File: config.mk
export PLATFORM = sky130hd
export DESIGN_NAME = agusec_bounds_pipe
export DESIGN_NICKNAME = d
export VERILOG_FILES = /design/src/rtl/agusec_bounds_pipe.sv
export SDC_FILE = /design/constraint.sdc
export NUM_CORES = 1
export LEC_CHECK = 0
export CAP_MARGIN = 20
export CORE_MARGIN = 2
export CORE_UTILIZATION = 50
export CTS_CLUSTER_DIAMETER = 200
export CTS_CLUSTER_SIZE = 16
export DETAILED_ROUTE_END_ITERATION = 16
export GPL_TIMING_DRIVEN = 0
export PLACE_DENSITY_LB_ADDON = 0.05
export SLEW_MARGIN = 25
export SYNTH_ARGS = -nofsm -noshare
export SYNTH_HDL_FRONTEND = slang
export SYNTH_SLANG_ARGS = --single-unit
export TNS_END_PERCENT = 5
File: constraint.sdc
create_clock -name clk -period 12.5 [get_ports clk]
set_input_delay 2.5 -clock clk [delete_from_list [all_inputs] [get_ports clk]]
set_output_delay 2.5 -clock clk [all_outputs]
set_load 0.01 [all_outputs]
File: src/rtl/agusec_bounds_pipe.sv
// Two-stage bounds checker for compressed-capability accesses: S1 forms the start/end
// addresses, S2 checks both against the capability window and keeps the fault counter/capture.
module agusec_bounds_pipe #(
   parameter int AW   = 64,
   parameter int MW   = 7,
   parameter int EW   = 5,
   parameter int GS   = 4,
   parameter int TW   = 6,
   parameter int CNTW = 16
) (
   input  logic            clk,
   input  logic            rst,
   input  logic            in_vld,
   output logic            in_rdy,
   input  logic [AW-1:0]   in_base,
   input  logic [AW-1:0]   in_off,
   input  logic [2:0]      in_size_l2,
   input  logic [EW-1:0]   in_exp,
   input  logic [MW-1:0]   in_low,
   input  logic [MW-1:0]   in_hi,
   input  logic            in_on_low,
   input  logic [TW-1:0]   in_tag,
   input  logic            flush,
   output logic            out_vld,
   input  logic            out_rdy,
   output logic [AW-1:0]   out_addr,
   output logic [TW-1:0]   out_tag,
   output logic            out_ok,
   output logic [1:0]      out_code,
   output logic            flt_vld,
   output logic [AW-1:0]   flt_addr,
   output logic [TW-1:0]   flt_tag,
   output logic [1:0]      flt_code,
   input  logic            flt_clr,
   output logic [CNTW-1:0] flt_cnt
);

   // Window test; address bits shifted in from above AW read as zero.
   function automatic logic win_pass(input logic [AW-1:0] a, input logic [EW-1:0] e,
                                     input logic [MW-1:0] lo, input logic [MW-1:0] hi,
                                     input logic onl);
      logic [AW-1:0] sh;
      logic [MW:0]   w;
      logic [MW:0]   bl;
      logic [MW:0]   bh;
      logic          r;
      logic          p;
      sh = a >> (int'(e) + GS);
      w  = sh[MW:0];
      r  = sh[MW+1];
      bl = {lo, 1'b0};
      bh = {hi, 1'b1};
      if (&e)
         p = 1'b1;
      else if (hi >= lo)
         p = (r == onl) && (w >= bl) && (w <= bh);
      else if (r == onl)
         p = (w >= bl);
      else
         p = (w <= bh);
      return p;
   endfunction

   logic            s1_vld;
   logic [AW-1:0]   s1_addr;
   logic [AW-1:0]   s1_end;
   logic            s1_ovf;
   logic [EW-1:0]   s1_exp;
   logic [MW-1:0]   s1_low;
   logic [MW-1:0]   s1_hi;
   logic            s1_on_low;
   logic [TW-1:0]   s1_tag;

   logic            s1_adv;
   logic            acc;
   logic            flt_hs;
   logic [AW:0]     sum0;
   logic [AW:0]     sum1;
   logic [AW-1:0]   inc;
   logic            ps;
   logic            pe;
   logic [1:0]      s2_code;

   assign s1_adv = ~out_vld | out_rdy;
   assign in_rdy = ~flush & (~s1_vld | s1_adv);
   assign acc    = in_vld & in_rdy;
   assign flt_hs = out_vld & out_rdy & ~out_ok;

   always_comb begin
      inc  = (AW'(1) << in_size_l2) - AW'(1);
      sum0 = {1'b0, in_base} + {1'b0, in_off};
      sum1 = {1'b0, sum0[AW-1:0]} + {1'b0, inc};
   end

   always_comb begin
      ps = win_pass(s1_addr, s1_exp, s1_low, s1_hi, s1_on_low);
      pe = win_pass(s1_end,  s1_exp, s1_low, s1_hi, s1_on_low);
      // Overflow outranks everything, including the max-exponent bypass.
      if (s1_ovf)   s2_code = 2'b11;
      else if (!ps) s2_code = 2'b01;
      else if (!pe) s2_code = 2'b10;
      else          s2_code = 2'b00;
   end

   always_ff @(posedge clk or posedge rst) begin
      if (rst) begin
         s1_vld    <= 1'b0;
         s1_addr   <= '0;
         s1_end    <= '0;
         s1_ovf    <= 1'b0;
         s1_exp    <= '0;
         s1_low    <= '0;
         s1_hi     <= '0;
         s1_on_low <= 1'b0;
         s1_tag    <= '0;
      end else begin
         if (flush)       s1_vld <= 1'b0;
         else if (acc)    s1_vld <= 1'b1;
         else if (s1_adv) s1_vld <= 1'b0;
         if (acc) begin
            s1_addr   <= sum0[AW-1:0];
            s1_end    <= sum1[AW-1:0];
            s1_ovf    <= sum0[AW] | sum1[AW];
            s1_exp    <= in_exp;
            s1_low    <= in_low;
            s1_hi     <= in_hi;
            s1_on_low <= in_on_low;
            s1_tag    <= in_tag;
         end
      end
   end

   always_ff @(posedge clk or posedge rst) begin
      if (rst) begin
         out_vld  <= 1'b0;
         out_addr <= '0;
         out_tag  <= '0;
         out_ok   <= 1'b0;
         out_code <= '0;
      end else begin
         if (flush)       out_vld <= 1'b0;
         else if (s1_adv) out_vld <= s1_vld;
         if (!flush && s1_adv && s1_vld) begin
            out_addr <= s1_addr;
            out_tag  <= s1_tag;
            out_ok   <= (s2_code == 2'b00);
            out_code <= s2_code;
         end
      end
   end

   // A clear coinciding with a faulting handshake leaves exactly that fault recorded.
   always_ff @(posedge clk or posedge rst) begin
      if (rst) begin
         flt_vld  <= 1'b0;
         flt_addr <= '0;
         flt_tag  <= '0;
         flt_code <= '0;
         flt_cnt  <= '0;
      end else if (flt_clr) begin
         flt_vld  <= flt_hs;
         flt_addr <= flt_hs ? out_addr : '0;
         flt_tag  <= flt_hs ? out_tag  : '0;
         flt_code <= flt_hs ? out_code : 2'b00;
         flt_cnt  <= flt_hs ? CNTW'(1) : '0;
      end else if (flt_hs) begin
         if (!(&flt_cnt)) flt_cnt <= flt_cnt + CNTW'(1);
         if (!flt_vld) begin
            flt_vld  <= 1'b1;
            flt_addr <= out_addr;
            flt_tag  <= out_tag;
            flt_code <= out_code;
         end
      end
   end

endmodule

# --- Word level (Yosys, flattened, before mapping) ---
# Index checks and enable logic that the tools add are counted.
op_classes:
  add_sub_neg: 5
  n_lt_le_gt_ge: 5
  eq_ne: 4
  n_shift: 3
  mux: 32
  bitwise: 11
  n_reduce_logical: 15
op_table:
  columns: ["op", "n"]
  rows:
  - ["64-bit 2-to-1 mux", 4]
  - ["64-bit by 64-bit adder with 65-bit output", 2]
  - ["1-bit by 3-bit left shift with 64-bit output (first input constant)", 1]
  - ["64-bit by 32-bit right shift with 9-bit output", 1]
  - ["64-bit by 6-bit right shift with 9-bit output", 1]
  - ["64-bit by 2-bit subtractor with 64-bit output (second input constant)", 1]
  - ["16-bit 2-to-1 mux", 3]
  - ["6-bit 2-to-1 mux", 4]
  - ["16-bit by 1-bit adder with 16-bit output (second input constant)", 1]
  - ["8-bit greater-or-equal comparator", 2]
  - ["8-bit less-or-equal comparator", 2]
  - ["16-bit AND reduction", 1]
  - ["1-bit 2-to-1 mux", 14]
  - ["2-bit 2-to-1 mux", 7]
  - ["7-bit greater-or-equal comparator", 1]
  - ["5-bit by 3-bit adder with 6-bit output (second input constant)", 1]
  - ["1-bit logical AND", 6]
  - ["5-bit AND reduction", 1]
  - ["1-bit AND", 4]
  - ["1-bit NOT", 4]
  - ["2-bit AND reduction", 2]
  - ["2-bit nonzero test", 2]
  - ["1-bit bitwise OR", 3]
  - ["3-bit nonzero test", 1]
  - ["5 further kinds", 6]
word_totals:
  ff_bits: 319
  input_bits: 163
  output_inout_bits: 164
  elab_cells: 94

# --- Depth between registers and ports, before layout ---
logic_depth:
  ltp_word: 11
  mapped_depth: 25
  ltp_nobuf: 22

# --- Least setup slack after synthesis ---
# OpenSTA, ideal clock, no wires.
synth_path:
  path_kind: "in2reg"
  start: "input port in_base[7]"
  end: "register s1_end[43]"
  setup_time_ps: 122
  arrival_ps: 6366
  path_slack_ps: 6013
  cell_stages: 19
  path_cell_list: "ha_1 -> a21o_1 -> a211o_1 -> a221oi_2 -> a31oi_1 -> a31oi_2 -> o21ai_1 -> xor2_1 -> ha_1 -> a21o_1 -> o21bai_1 -> a41o_1 -> a21oi_1 -> o21ai_0 -> a21o_1 -> a21o_1 -> o21ai_0 -> mux2i_1 -> nand2_1"
synth_via:
  elab_chain_len: 2
synth_lines:
  columns: ["element", "line", "source"]
  rows:
  - ["from (decl)", "15", "input logic [AW-1:0] in_base,"]
  - ["64-bit by 64-bit adder with 65-bit output", "91", "sum0 = {1'b0, in_base} + {1'b0, in_off};"]
  - ["via sum0[33]", "77", "logic [AW:0] sum0;"]
  - ["64-bit by 64-bit adder with 65-bit output", "92", "sum1 = {1'b0, sum0[AW-1:0]} + {1'b0, inc};"]
  - ["to (signal assigned)", "122", "s1_end <= sum1[AW-1:0];"]
  - ["to (decl)", "66", "logic [AW-1:0] s1_end;"]
# The timed path passes the listed nets, and every way through them passes these cells.
# A chain may end at the register's enable or synchronous reset.

# --- Worst setup path after layout ---
layout_path:
  start: "input port in_base[7]"
  end: "register s1_ovf"
layout_via:
  elab_chain_len: 3
layout_lines:
  columns: ["element", "line", "source"]
  rows:
  - ["64-bit by 64-bit adder with 65-bit output", "91", null]
  - ["via sum0[63]", "77", null]
  - ["64-bit by 64-bit adder with 65-bit output", "92", null]
  - ["1-bit bitwise OR", "123", "s1_ovf <= sum0[AW] | sum1[AW];"]
  - ["to (signal assigned)", "123", null]
  - ["to (decl)", "67", "logic s1_ovf;"]
# The timed path passes the listed nets, and every way through them passes these cells.

==> flow_summary.ini <==
[outcome]
status = finished clean

[logic_synthesis]
postSynthAreaPerCell_um2 = 9.38
netlist.area_leader.share = 0.358
yosysWarnings = 0
synthCells = 2199
synth_cell_types = 74
synth_flop_cell = dfrtp_1
yosys_register_bits = 295
ys_seq_area_frac = 0.358
ys_top_cells_by_count = nand2_1 (348), dfrtp_1 (295), ha_1 (165), a21oi_1 (155), o21ai_0 (146)
synth.most_common_cell = nand2_1
ys_async_sr_fraction = 1.00
synth_edf_count = 0
synth_area_leader_cell = dfrtp_1
synthTopCellsByArea = dfrtp_1 (36%), ha_1 (10%), mux2_2 (6.3%)
syn_area_um2 = 20600

[placed_design]
numPortBuffers = 323
placed_area_um2 = 24700
gp_congestion = 0.988
dp.cells = 3077
hpwl_um = 52600

[grt]
grt_pass1_vias = 17959
antenna_found_initial = 1
grt_pass1_wl_um = 102000
grt_max_degree = 101
grt_util_all_layers = 0.301
gr-total-overflow = 0

[clock_tree]
path_clk_slew_ns = 0.08
cts_setup_buffers = 0
cts_tree = built
hold_buffers = 0
root_buffer = clkbuf_16
cts_buffer_depth = 3
clkSinkCount = 295
cts.htree.levels = 1
clk_latency_ns = 0.55
cts_resized = 0
cts_buffers = 22

[power_and_ir_drop]
pwr_density_cell_nw_per_um2 = 151
power_mw = 3.82
p_leak_nw = 11.4
ir_worst_vdd_mv = 0.0766

[detailed_routing]
route.detailed.drc = 0
vias_per_cell = 5.95
first_pass_iters = 5
vias = 18436
wire_per_inst_um = 21.4
ant_nets = 0
drt-initial-drc-count = 1377
drt-total-wl_um = 66300

[sta]
finalMaxSlewViolations = 0
fin_crit_sh = 0.589
period_minus_slack_ns = 7.36
rsz0062_at_grt = false
finClkSkew_ns = 0.0178
setup_viol_count_final = 0
relSlewSlack = 0.293
tightest_slew_ns = 1.06
hold_viol = 0
fmax_mhz = 136

[min_path]
min_path_cells = 2
hold_class = reg2reg

[cells_and_area]
nets = 2898
fin_area_um2 = 25300
syn2layout_area_growth_pct = 22.5
diodes = 0
final_cells = 3101
drive_gt1_frac = 0.0833

[setup_path]
worstRegToRegCells = 18
crit_path_end_kind = register
cp_max_fo = 5
crit_arrival_ns = 7.83
start_kind = primary input
critPathKind = in2reg
cp_data_required_time_ns = 12.97

[floorplan]
die_w_um = 207
start_util = 0.505
dieArea_um2 = 42900
row_count = 74
die_height_um = 207
design.core.area_um2 = 40800
io_pins = 327

[flow_run]
cap_violations = 0
-- kinds of logic (layout without fill, tap and decap cells) --
group | count (synthesis) | after routing | share of synthesized area
buffers and inverters | 174 | 524 | 0.0338
flip-flops | 295 | 295 | 0.358
XOR/XNOR | 111 | 111 | 0.0471
multiplexers | 216 | 216 | 0.133
adder cells (fa/ha/maj) | 166 | 166 | 0.101
other | 1 | 21 | 0.000182
AND/OR/NAND/NOR | 628 | 628 | 0.133
AO/OA/AOI/OAI | 608 | 608 | 0.194
-- through the flow --
step	setup WS, ns	setup TNS, ns	utilization	hold slack, ns
after detailed placement	4.69	0	0.605	0.460
final	5.14	0	0.619	0.475
after CTS	5.22	0	0.619	0.477
after global routing	4.79	0	0.619	0.498
after global placement	-1.38	-395.51	0.603	0.453
after floorplan	1.85	0	-	0.442
-- worst max-delay path: stages --
cell and delay (ns):
clkdlybuf4s50_1 0.43, ha_1 0.38, a21o_1 0.25, a211o_1 0.33
a221oi_2 0.35, a31oi_1 0.27, a31oi_2 0.41, o22ai_1 0.24
o21ai_1 0.38, o21ai_0 0.25, a21oi_1 0.22, xnor2_1 0.10
ha_1 0.31, nand4_1 0.13, nor2_1 0.22, nand3_1 0.14
or3_1 0.41, o22ai_1 0.18, nor4_1 0.08, o31a_1 0.12
a21oi_1 0.12
-- power by group --
part	total, mW	leakage [nW]	switching [mW]	internal [mW]
Sequential	1.43	3.76	0.251	1.18
Clock	0.652	0.284	0.336	0.316
Combinational	1.74	7.37	0.906	0.838
Total	3.82	11.4	1.49	2.33
-- state kept, by name, indices dropped and copies added, names as in the netlist, 2 cells and up --
signal / count
out_addr: 64
out_tag: 6
out_code: 2
flt_cnt: 16
flt_addr: 64
s1_end: 40
s1_hi: 7
s1_addr: 64
flt_code: 2
s1_exp: 5
s1_tag: 6
s1_low: 7
flt_tag: 6
-- placed cells by master (no fill, tap or decap), types with 28 or more instances in the layout --
master           count
ha_1               165
clkbuf_1            88
dfrtp_1            295
nand2_1            348
o21ai_0            146
nand3_1             31
mux2_2             116
a21o_1              70
xnor2_1             64
mux2i_1             67
xor2_1              47
a21oi_1            154
nor2_1             117
a22o_1              72
nand4_1             28
inv_1               57
clkdlybuf4s50_1    323
-- per-layer routing --
layer | GRT usage | vias to the layer above | share of wire
met4 | 0.0840 | 0 | 0.025
met5 | 0 | - | 0
met2 | 0.484 | 611 | 0.46
met1 | 0.431 | 9059 | 0.46
met3 | 0.0341 | 79 | 0.060
li1 | - | 8687 | -
-- final timing paths --
path | to | slack, ns | startpoint
setup / recovery | s1_ovf | 5.14 | in_base[7]
setup reg to reg | out_code[1] | 6.28 | s1_exp[3]
min in group asynchronous | flt_addr[23] | 2.29 | rst
hold / removal | s1_addr[47] | 0.48 | s1_addr[47]
hold reg to reg | s1_addr[47] | 0.48 | s1_addr[47]
max in group asynchronous | s1_addr[54] | 9.04 | rst
-- final cells by class --
cell class	count	area [µm²]
Tap cell	532	666
Clock inverter	2	27.5
Sequential cell	295	7380
Multi-Input combinational cell	1750	12600
Inverter	59	229
Clock buffer	22	551
Fill cell	3593	15500
Timing Repair Buffer	326	3320
Buffer	115	477
Power figures use the tool's default switching activity.
